**src/rtl/div_tick_pkg.sv**
```systemverilog
// Shared types and defaults for the divided-tick controller.
package div_tick_pkg;

    localparam int unsigned DEF_CNT_W   = 8;
    localparam int unsigned DEF_BURST_W = 8;
    localparam int unsigned DEF_DIV     = 6;
    localparam int unsigned MIN_DIV     = 2;

    typedef enum logic [0:0] {
        StIdle,
        StRun
    } state_e;

endpackage

```
**src/rtl/div_tick_ctrl_if.sv**
```systemverilog
// Control, configuration and tick signals between system control and div_tick_ctrl.
interface div_tick_ctrl_if #(
    parameter int unsigned CNT_W   = div_tick_pkg::DEF_CNT_W,
    parameter int unsigned BURST_W = div_tick_pkg::DEF_BURST_W
) ();

    logic               start;
    logic               stop;
    logic               cfg_valid;
    logic               cfg_ready;
    logic [CNT_W-1:0]   cfg_div;
    logic [BURST_W-1:0] cfg_burst;
    logic               cfg_err;
    logic               clk_flag;
    logic               busy;
    logic               done;

    modport master (
        output start, stop, cfg_valid, cfg_div, cfg_burst,
        input  cfg_ready, cfg_err, clk_flag, busy, done
    );

    modport slave (
        input  start, stop, cfg_valid, cfg_div, cfg_burst,
        output cfg_ready, cfg_err, clk_flag, busy, done
    );

endinterface

```
**src/rtl/div_tick_core.sv**
```systemverilog
// Divide counter with a registered tick, high while cnt == div-1.
module div_tick_core
    import div_tick_pkg::*;
#(
    parameter int unsigned CNT_W = DEF_CNT_W
) (
    input  logic             sys_clk,
    input  logic             sys_rst_n,
    input  logic             en,
    input  logic             clr,
    input  logic [CNT_W-1:0] div,
    output logic             tick,
    output logic             tick_set
);

    logic [CNT_W-1:0] cnt_q;
    logic [CNT_W-1:0] cnt_d;
    logic [CNT_W-1:0] last_val;

    assign last_val = div - CNT_W'(1);
    assign cnt_d    = (cnt_q == last_val) ? '0 : cnt_q + CNT_W'(1);
    // Tick rises at the edge that loads the terminal count.
    assign tick_set = en && !clr && (cnt_d == last_val);

    always_ff @(posedge sys_clk or negedge sys_rst_n) begin
        if (!sys_rst_n) begin
            cnt_q <= '0;
            tick  <= 1'b0;
        end else if (clr) begin
            cnt_q <= '0;
            tick  <= 1'b0;
        end else if (en) begin
            cnt_q <= cnt_d;
            tick  <= tick_set;
        end
    end

endmodule

```
**src/rtl/div_tick_ctrl.sv**
```systemverilog
// Start/stop, configuration handshake and burst control around div_tick_core.
module div_tick_ctrl
    import div_tick_pkg::*;
#(
    parameter int unsigned CNT_W       = DEF_CNT_W,
    parameter int unsigned BURST_W     = DEF_BURST_W,
    parameter int unsigned DEFAULT_DIV = DEF_DIV
) (
    input  logic            sys_clk,
    input  logic            sys_rst_n,
    div_tick_ctrl_if.slave  bus
);

    state_e             state_q;
    logic [CNT_W-1:0]   div_q;
    logic [CNT_W-1:0]   pend_div_q;
    logic [BURST_W-1:0] burst_q;
    logic [BURST_W-1:0] pend_burst_q;
    logic [BURST_W-1:0] burst_cnt_q;
    logic               pend_q;
    logic               done_q;
    logic               err_q;

    logic tick;
    logic tick_set;
    logic run;
    logic accept;
    logic cfg_ok;
    logic wrap;
    logic to_idle;
    logic core_clr;
    logic burst_hit;

    assign run       = (state_q == StRun);
    assign accept    = bus.cfg_valid && !pend_q;
    assign cfg_ok    = (bus.cfg_div >= CNT_W'(MIN_DIV));
    // The tick cycle is the cycle with cnt == div-1, so its closing edge is the wrap.
    assign wrap      = run && tick;
    assign to_idle   = run && (bus.stop || done_q);
    assign core_clr  = !run || to_idle;
    assign burst_hit = (burst_q != '0) && (burst_cnt_q == burst_q - BURST_W'(1));

    div_tick_core #(
        .CNT_W (CNT_W)
    ) u_core (
        .sys_clk   (sys_clk),
        .sys_rst_n (sys_rst_n),
        .en        (run),
        .clr       (core_clr),
        .div       (div_q),
        .tick      (tick),
        .tick_set  (tick_set)
    );

    always_ff @(posedge sys_clk or negedge sys_rst_n) begin
        if (!sys_rst_n) begin
            state_q      <= StIdle;
            div_q        <= CNT_W'(DEFAULT_DIV);
            burst_q      <= '0;
            burst_cnt_q  <= '0;
            pend_q       <= 1'b0;
            pend_div_q   <= '0;
            pend_burst_q <= '0;
            done_q       <= 1'b0;
            err_q        <= 1'b0;
        end else begin
            done_q <= 1'b0;
            err_q  <= accept && !cfg_ok;
            case (state_q)
                StIdle: begin
                    if (accept && cfg_ok) begin
                        div_q   <= bus.cfg_div;
                        burst_q <= bus.cfg_burst;
                    end
                    if (bus.start && !bus.stop) begin
                        state_q     <= StRun;
                        burst_cnt_q <= '0;
                    end
                end
                StRun: begin
                    if (to_idle) begin
                        state_q <= StIdle;
                        if (pend_q) begin
                            div_q   <= pend_div_q;
                            burst_q <= pend_burst_q;
                            pend_q  <= 1'b0;
                        end else if (accept && cfg_ok) begin
                            div_q   <= bus.cfg_div;
                            burst_q <= bus.cfg_burst;
                        end
                    end else begin
                        if (tick_set) begin
                            burst_cnt_q <= burst_cnt_q + BURST_W'(1);
                            done_q      <= burst_hit;
                        end
                        // Pending settings only land on a period boundary.
                        if (wrap && pend_q) begin
                            div_q       <= pend_div_q;
                            burst_q     <= pend_burst_q;
                            burst_cnt_q <= '0;
                            pend_q      <= 1'b0;
                        end else if (accept && cfg_ok) begin
                            pend_q       <= 1'b1;
                            pend_div_q   <= bus.cfg_div;
                            pend_burst_q <= bus.cfg_burst;
                        end
                    end
                end
                default: state_q <= StIdle;
            endcase
        end
    end

    assign bus.cfg_ready = !pend_q;
    assign bus.cfg_err   = err_q;
    assign bus.clk_flag  = tick;
    assign bus.busy      = run;
    assign bus.done      = done_q;

endmodule

```
**src/flat_wrapper.sv**
```systemverilog
// flat-port wrapper written by rule: the top's interface ports become plain ports
module div_tick_ctrl_flat import div_tick_pkg::*;
#(
    parameter int unsigned CNT_W       = DEF_CNT_W,
    parameter int unsigned BURST_W     = DEF_BURST_W,
    parameter int unsigned DEFAULT_DIV = DEF_DIV
)
  (sys_clk, sys_rst_n, bus_start, bus_stop, bus_cfg_valid, bus_cfg_div, bus_cfg_burst, bus_cfg_ready, bus_cfg_err, bus_clk_flag, bus_busy, bus_done);
  div_tick_ctrl_if #(.CNT_W(CNT_W), .BURST_W(BURST_W)) bus_i ();
  input  logic sys_clk;
  input  logic sys_rst_n;
  input wire logic [$bits(bus_i.start)-1:0] bus_start;
  input wire logic [$bits(bus_i.stop)-1:0] bus_stop;
  input wire logic [$bits(bus_i.cfg_valid)-1:0] bus_cfg_valid;
  input wire logic [$bits(bus_i.cfg_div)-1:0] bus_cfg_div;
  input wire logic [$bits(bus_i.cfg_burst)-1:0] bus_cfg_burst;
  output wire logic [$bits(bus_i.cfg_ready)-1:0] bus_cfg_ready;
  output wire logic [$bits(bus_i.cfg_err)-1:0] bus_cfg_err;
  output wire logic [$bits(bus_i.clk_flag)-1:0] bus_clk_flag;
  output wire logic [$bits(bus_i.busy)-1:0] bus_busy;
  output wire logic [$bits(bus_i.done)-1:0] bus_done;
  assign bus_i.start = bus_start;
  assign bus_i.stop = bus_stop;
  assign bus_i.cfg_valid = bus_cfg_valid;
  assign bus_i.cfg_div = bus_cfg_div;
  assign bus_i.cfg_burst = bus_cfg_burst;
  assign bus_cfg_ready = bus_i.cfg_ready;
  assign bus_cfg_err = bus_i.cfg_err;
  assign bus_clk_flag = bus_i.clk_flag;
  assign bus_busy = bus_i.busy;
  assign bus_done = bus_i.done;
  div_tick_ctrl #(.CNT_W(CNT_W), .BURST_W(BURST_W), .DEFAULT_DIV(DEFAULT_DIV)) u_core (.sys_clk(sys_clk), .sys_rst_n(sys_rst_n), .bus(bus_i));
endmodule
```
**config.mk**
```make
export PLATFORM = sky130hd
export DESIGN_NAME = div_tick_ctrl_flat
export DESIGN_NICKNAME = d
export VERILOG_FILES = /design/src/rtl/div_tick_pkg.sv /design/src/rtl/div_tick_ctrl_if.sv /design/src/rtl/div_tick_core.sv /design/src/rtl/div_tick_ctrl.sv /design/src/flat_wrapper.sv
export SDC_FILE = /design/constraint.sdc
export NUM_CORES = 1
export LEC_CHECK = 0
export BUFFER_PORTS_ARGS = -buffer_cell sky130_fd_sc_hd__buf_2
export CAP_MARGIN = 20
export CELL_PAD_IN_SITES_DETAIL_PLACEMENT = 0
export CELL_PAD_IN_SITES_GLOBAL_PLACEMENT = 1
export CORE_UTILIZATION = 48
export CTS_BUF_LIST = sky130_fd_sc_hd__clkbuf_4 sky130_fd_sc_hd__clkbuf_8
export DETAILED_ROUTE_END_ITERATION = 7
export MAX_ROUTING_LAYER = met4
export PLACE_DENSITY = 0.78
export SETUP_SLACK_MARGIN = 0.02
export SLEW_MARGIN = 20
export SYNTH_ARGS = -nofsm -noshare
export SYNTH_HDL_FRONTEND = slang
export SYNTH_SLANG_ARGS = --single-unit
```
**constraint.sdc**
```tcl
create_clock -name sys_clk -period 5.6 [get_ports sys_clk]
set_input_delay 0.28 -clock sys_clk [delete_from_list [all_inputs] [get_ports sys_clk]]
set_output_delay 0.28 -clock sys_clk [all_outputs]
set_load 0.005 [all_outputs]
```
Word-level counts from Yosys, hierarchy flattened --
Cells that the tools add are included.
Storage, ports and cells: flip-flop bits (word level) 53, logic and storage cells 78, input bits 21, output and inout port bits 5
Operators by class: bitwise logic cells 3, equality and inequality tests 7, magnitude comparators 1, $add $sub $neg 4, multiplexer cells 29, reduce and logical (&&, ||, !) cells 23
Operators by type and width (count):
- 8-bit 2-to-1 mux | 15
- 8-bit one-hot mux with 2 select lines | 3
- 8-bit == test | 3
- 8-bit by 1-bit adder with 8-bit output (second input constant) | 2
- 8-bit by 1-bit subtractor with 8-bit output (second input constant) | 2
- 1-bit logical AND | 10
- 1-bit 2-to-1 mux | 10
- 8-bit by 2-bit >= comparator with 1-bit output (second input constant) | 1
- 8-bit nonzero test | 1
- 3-bit != test (second input constant) | 2
- 1-bit logical NOT | 5
- 4-bit AND reduction | 1
- 1-bit inverter | 3
- 3-bit AND reduction | 1
- 3-bit nonzero test | 1
- 1-bit logical OR | 2
- 2-bit by 1-bit != test with 1-bit output (second input constant) | 1
- 2-bit != test (second input constant) | 1
- 1-bit one-hot mux with 2 select lines | 1
- 2-bit AND reduction | 1
- 2-bit nonzero test | 1

Depth between registers and ports, before layout --
word-level depth 10, depth in mapped cells 12, depth with buffers taken out 10

Modules after synthesis --
From an unflattened synthesis, not the netlist that was laid out.
Unflattened totals: cell total of the unflattened synthesis 343, area, all modules 3315.7 µm²
By module, submodules not included:
- div_tick_ctrl | times used 1, cells each 212, area each 2237.1 µm², sequential area each 1103.6 µm²
- div_tick_core | times used 1, cells each 131, area each 1078.5 µm², sequential area each 225.2 µm²

Worst setup path before layout --
No wires, ideal clock.
kind register -> register, start point reg u_core.div_q[0], end point reg u_core.burst_cnt_q[7], stages on the path, launching flop included 13, period minus slack after synthesis 3.145 ns, setup slack 2.455 ns, arrival time 3.021 ns, data required time 5.476 ns, setup time 0.124 ns, path buffers 2, cell sequence dfrtp_1 -> inv_1 -> ha_1 -> or3b_1 -> buf_6 -> xnor2_1 -> and3_2 -> o211ai_2 -> o32a_1 -> or3_1 -> buf_6 -> o311a_1 -> a211o_1
Between the ends: cells in the longest elaborated chain, start to end 7
RTL lines:
- start: declaration | line div_tick_ctrl.sv:15 | logic [CNT_W-1:0] div_q;
- start signal: assignment | line div_tick_ctrl.sv:58 | div_q <= CNT_W'(DEFAULT_DIV);
- start signal: assignment | line div_tick_ctrl.sv:72 | div_q <= bus.cfg_div;
- start signal: assignment | line div_tick_ctrl.sv:84 | div_q <= pend_div_q;
- 8-bit by 1-bit subtractor with 8-bit output * | line div_tick_core.sv:20 | assign last_val = div - CNT_W'(1);
- 8-bit == test | line div_tick_core.sv:21 | assign cnt_d = (cnt_q == last_val) ? '0 : cnt_q + CNT_W'(1);
- 8-bit 2-to-1 mux | line div_tick_core.sv:21
- 8-bit == test * | line div_tick_core.sv:23 | assign tick_set = en && !clr && (cnt_d == last_val);
- 1-bit logical AND * | line div_tick_core.sv:23
- 3-bit != test (no source line) *
- 3-bit AND reduction (no source line) *
- end signal: assignment | line div_tick_ctrl.sv:93 | burst_cnt_q <= burst_cnt_q + BURST_W'(1);
- end: declaration | line div_tick_ctrl.sv:19 | logic [BURST_W-1:0] burst_cnt_q;
Mark *: on every way between the ends. The rest lies on a longest branch, timed or not. A chain may end at the register's enable or synchronous reset.

Worst setup path after layout --
Same ends and word-level chain as after synthesis.

==> out/metrics.cfg <==
[job]
drv_cap=0

[grt]
grt.overflow.total=0
gr-usage-met2_pct=31.1
grt_pass1_wl_mm=11.6
top_usage_layer=met2
grt_max_degree=54
grt_antenna_before_repair=0
grt_use_met1_pct=29.7
first_global_vias=2441
use_met3_pct=3.34
track_usage_pct=20.8

[cts]
clk_path_buf_depth=2
cts_resized=0
clock-sinks=53
numCtsBuffers=5
root_buffer=clkbuf_8
cts_tree=done
ctsHoldBuffers=0
clkLatencyLatePin_ns=0.31
postCtsSetupBuffers=0
clkTransAtPathRegs_ns=0.11
htreeDepth=2

[outcome]
status=complete, but fails checks
violations=design-rule violations

[finish]
antenna_cells=0
nFillCells=603
synthToLayoutAreaGrowth_pct=9.19
final_core_util_pct=55.0
regArea_sq_um=1330
multi_input_area_sq_um=1820
nNetsFinal=387
layout-drive-gt1-share_pct=19.3
final_cells=439

[timing]
maxSlewViolCount=0
period_share_pct=60.6
rsz0062_at_grt=false
fmax_mhz=295
worst_pin_slew_ns=0.771
fin_crit_ns=3.39
maxSlewHeadroom_pct=48.5
tns_ns=0
setup_viol=0
finClkSkew_ns=0.0103
timing.final.hold_violations=0

[critical_path]
cp_slowest_stage_delay_ns=0.52
endpoint_kind=flop
crit_fanout=10
reg2reg_depth=10
slowest_stage=or3_1
reg2reg_slack_ns=2.21
crit_required_ns=5.80
worstSetupEndpoint=u_core.burst_cnt_q[7]
startpoint=u_core.div_q[0]
startpoint_type=flop
crit_type=flop to flop
cpLargestDelayFamily=compound AO/OA/AOI/OAI gates
r2r_end=u_core.burst_cnt_q[7]
cp_cell_sequence=inv_1, ha_1, or3b_1, nor3_2, a32o_2, o211ai_2, o32a_1, or3_1, o311a_1, a211o_1
rr_startpoint=u_core.div_q[0]
path_buf_inv=1
cp.arrival_ns=3.59
cp.depth=10

[synthesis]
syn_area_sq_um=3250
syn_nets=370
synth_flop_cell=dfrtp_1
synthArstFlopShare_pct=100
yosysSeqAreaShare_pct=40.8
synthCells=344
synth_edf_count=0
yosysWarnings=0
postSynthAreaPerCell_sq_um=9.46
ys_types=64
ys_ff_latch=53

[floorplanning]
floorplan.rows=29
pin_count=26
dieArea_sq_um=7110
start_util_pct=50.4
die_x_um=84.3
core_sq_um=6460
dieHeight_um=84.3

[placement]
portBuffers=25
place_congestion=0.900
hpwl_mm=4.82
place_inst=431

[power_and_ir_drop]
seq_power_share_pct=46.7
switching_power_uw=439
power_frac_comb_pct=31.5
power.internal_uw=810
p_per_area_nw_per_um2=352
power_leakage_nw=1.65
ir_drop_mv=0.246
pwr-share-clk_pct=21.8
power_mw=1.25
switching_share_pct=35.2

[worst_hold_path]
hold_class=input port to async pin

[drt]
drc_errors=2
first_pass_iters=6
wl_per_cell_um=15.0
num_vias=2524
vias_per_cell=5.75
drtIter0Drc=116
antenna_left=0
finalWirelength_mm=6.58

-- layout by cell type, fill, tap and decap left out, types with 3 or more instances in the layout --
cell,netlist,final
a21oi_1,20,19
and3_1,6,6
buf_2,1,25
clkbuf_8,0,5
dfrtp_1,51,51
ha_1,5,5
inv_1,9,9
mux2_2,16,16
mux2i_1,16,16
nand2_1,22,22
nand2b_1,5,5
nand3_1,19,19
nand3b_1,4,4
nand4_1,4,4
nor2_1,38,38
nor3_1,11,11
nor4_1,4,4
o2111a_1,3,3
o21ai_0,4,3
o311ai_0,3,3
or3_1,3,3
or4_1,3,3
xnor2_1,18,18
xor2_1,14,14
-- registers in the layout, indices dropped and copies added (netlist names) --
register             flops
u_core.burst_q           8
u_core.pend_div_q        8
u_core.div_q             8
u_core.bus.done          1
u_core.burst_cnt_q       8
u_core.pend_burst_q      8
u_core.bus.busy          1
u_core.u_core.tick       1
u_core.bus.cfg_err       1
u_core.pend_q            1
u_core.u_core.cnt_q      8
-- synthesized netlist by cell type, drive strengths merged, types with 2 or more instances --
cell type / n / area (sq um)
clkbuf: 12 / 45.0
ha: 5 / 62.6
o21ai: 4 / 20.0
nand2b: 5 / 31.3
and3: 8 / 52.6
or2: 3 / 18.8
or3b: 2 / 17.5
a211o: 3 / 27.5
a211oi: 2 / 15.0
or3: 4 / 26.3
nor3: 12 / 65.1
a21boi: 2 / 15.0
dfrtp: 51 / 1280
nand4: 4 / 25.0
mux2i: 16 / 160
o2111a: 3 / 33.8
nor4: 4 / 25.0
mux2: 16 / 180
nor2b: 2 / 12.5
xor2: 14 / 123
o311ai: 3 / 26.3
dfstp: 2 / 52.6
a31o: 2 / 17.5
nor2: 38 / 143
and2: 3 / 20.0
nand3: 19 / 95.1
nand3b: 4 / 30.0
nand2: 22 / 82.6
xnor2: 18 / 158
inv: 9 / 33.8
buf: 6 / 38.8
a31oi: 2 / 12.5
nor4b: 2 / 17.5
or4: 4 / 31.3
a21oi: 20 / 100
-- power by group through the flow --
stage                     sequential, mW  clock, mW  combinational [mW]
after floorplan                    0.547          0               0.339
after global placement             0.588          0               0.386
after detailed placement           0.590          0               0.393
after CTS                          0.582      0.280               0.397
after global routing               0.597      0.297               0.447
final                              0.583      0.273               0.394
-- cell type report --
type	count	area share, %
sequential	53	37.4
multi-input combinational	264	51.3
clock inverter	3	1.34
timing repair buffer	28	4.37
inverter	9	0.951
tap	77	2.71
clock buffer	5	1.94
-- stage by stage --
step	worst slack (ns)	hold WS, ns	area (sq um)
after floorplan	2.46	-0.0156	3250
after global placement	2.34	0.452	3410
after global routing	1.95	0.156	3550
final	2.21	0.0507	3550
after detailed placement	2.26	0.452	3440
after CTS	2.24	0.112	3550
-- cell families after synthesis --
logic type,synth area share (%)
XOR/XNOR,8.62
adder cells (fa/ha/maj),1.92
AND/OR/NAND/NOR,22.1
multiplexers,10.5
flip-flops,40.8
buffers and inverters,3.61
AO/OA/AOI/OAI,12.4
-- how the worst min path moves through the flow --
stage	start	endpoint	depth (start not counted)
2_1_floorplan	sys_rst_n	u_core.burst_cnt_q[0]	0
5_1_grt	sys_rst_n	u_core.burst_q[0]	2
4_1_cts	sys_rst_n	u_core.u_core.cnt_q[4]	2
6_report	sys_rst_n	u_core.u_core.cnt_q[5]	2
3_3_place_gp	sys_rst_n	u_core.u_core.cnt_q[4]	2
3_5_place_dp	sys_rst_n	u_core.u_core.cnt_q[4]	2
-- layer usage --
| layer | routed length, um | share of wire, % |
|---|---|---|
| met1 | 3320 | 50 |
| met2 | 2940 | 45 |
| met3 | 291 | 4.4 |
| met4 | 29 | 0.44 |
| met5 | 0 | 0 |
(Power assumes the default switching activity.)
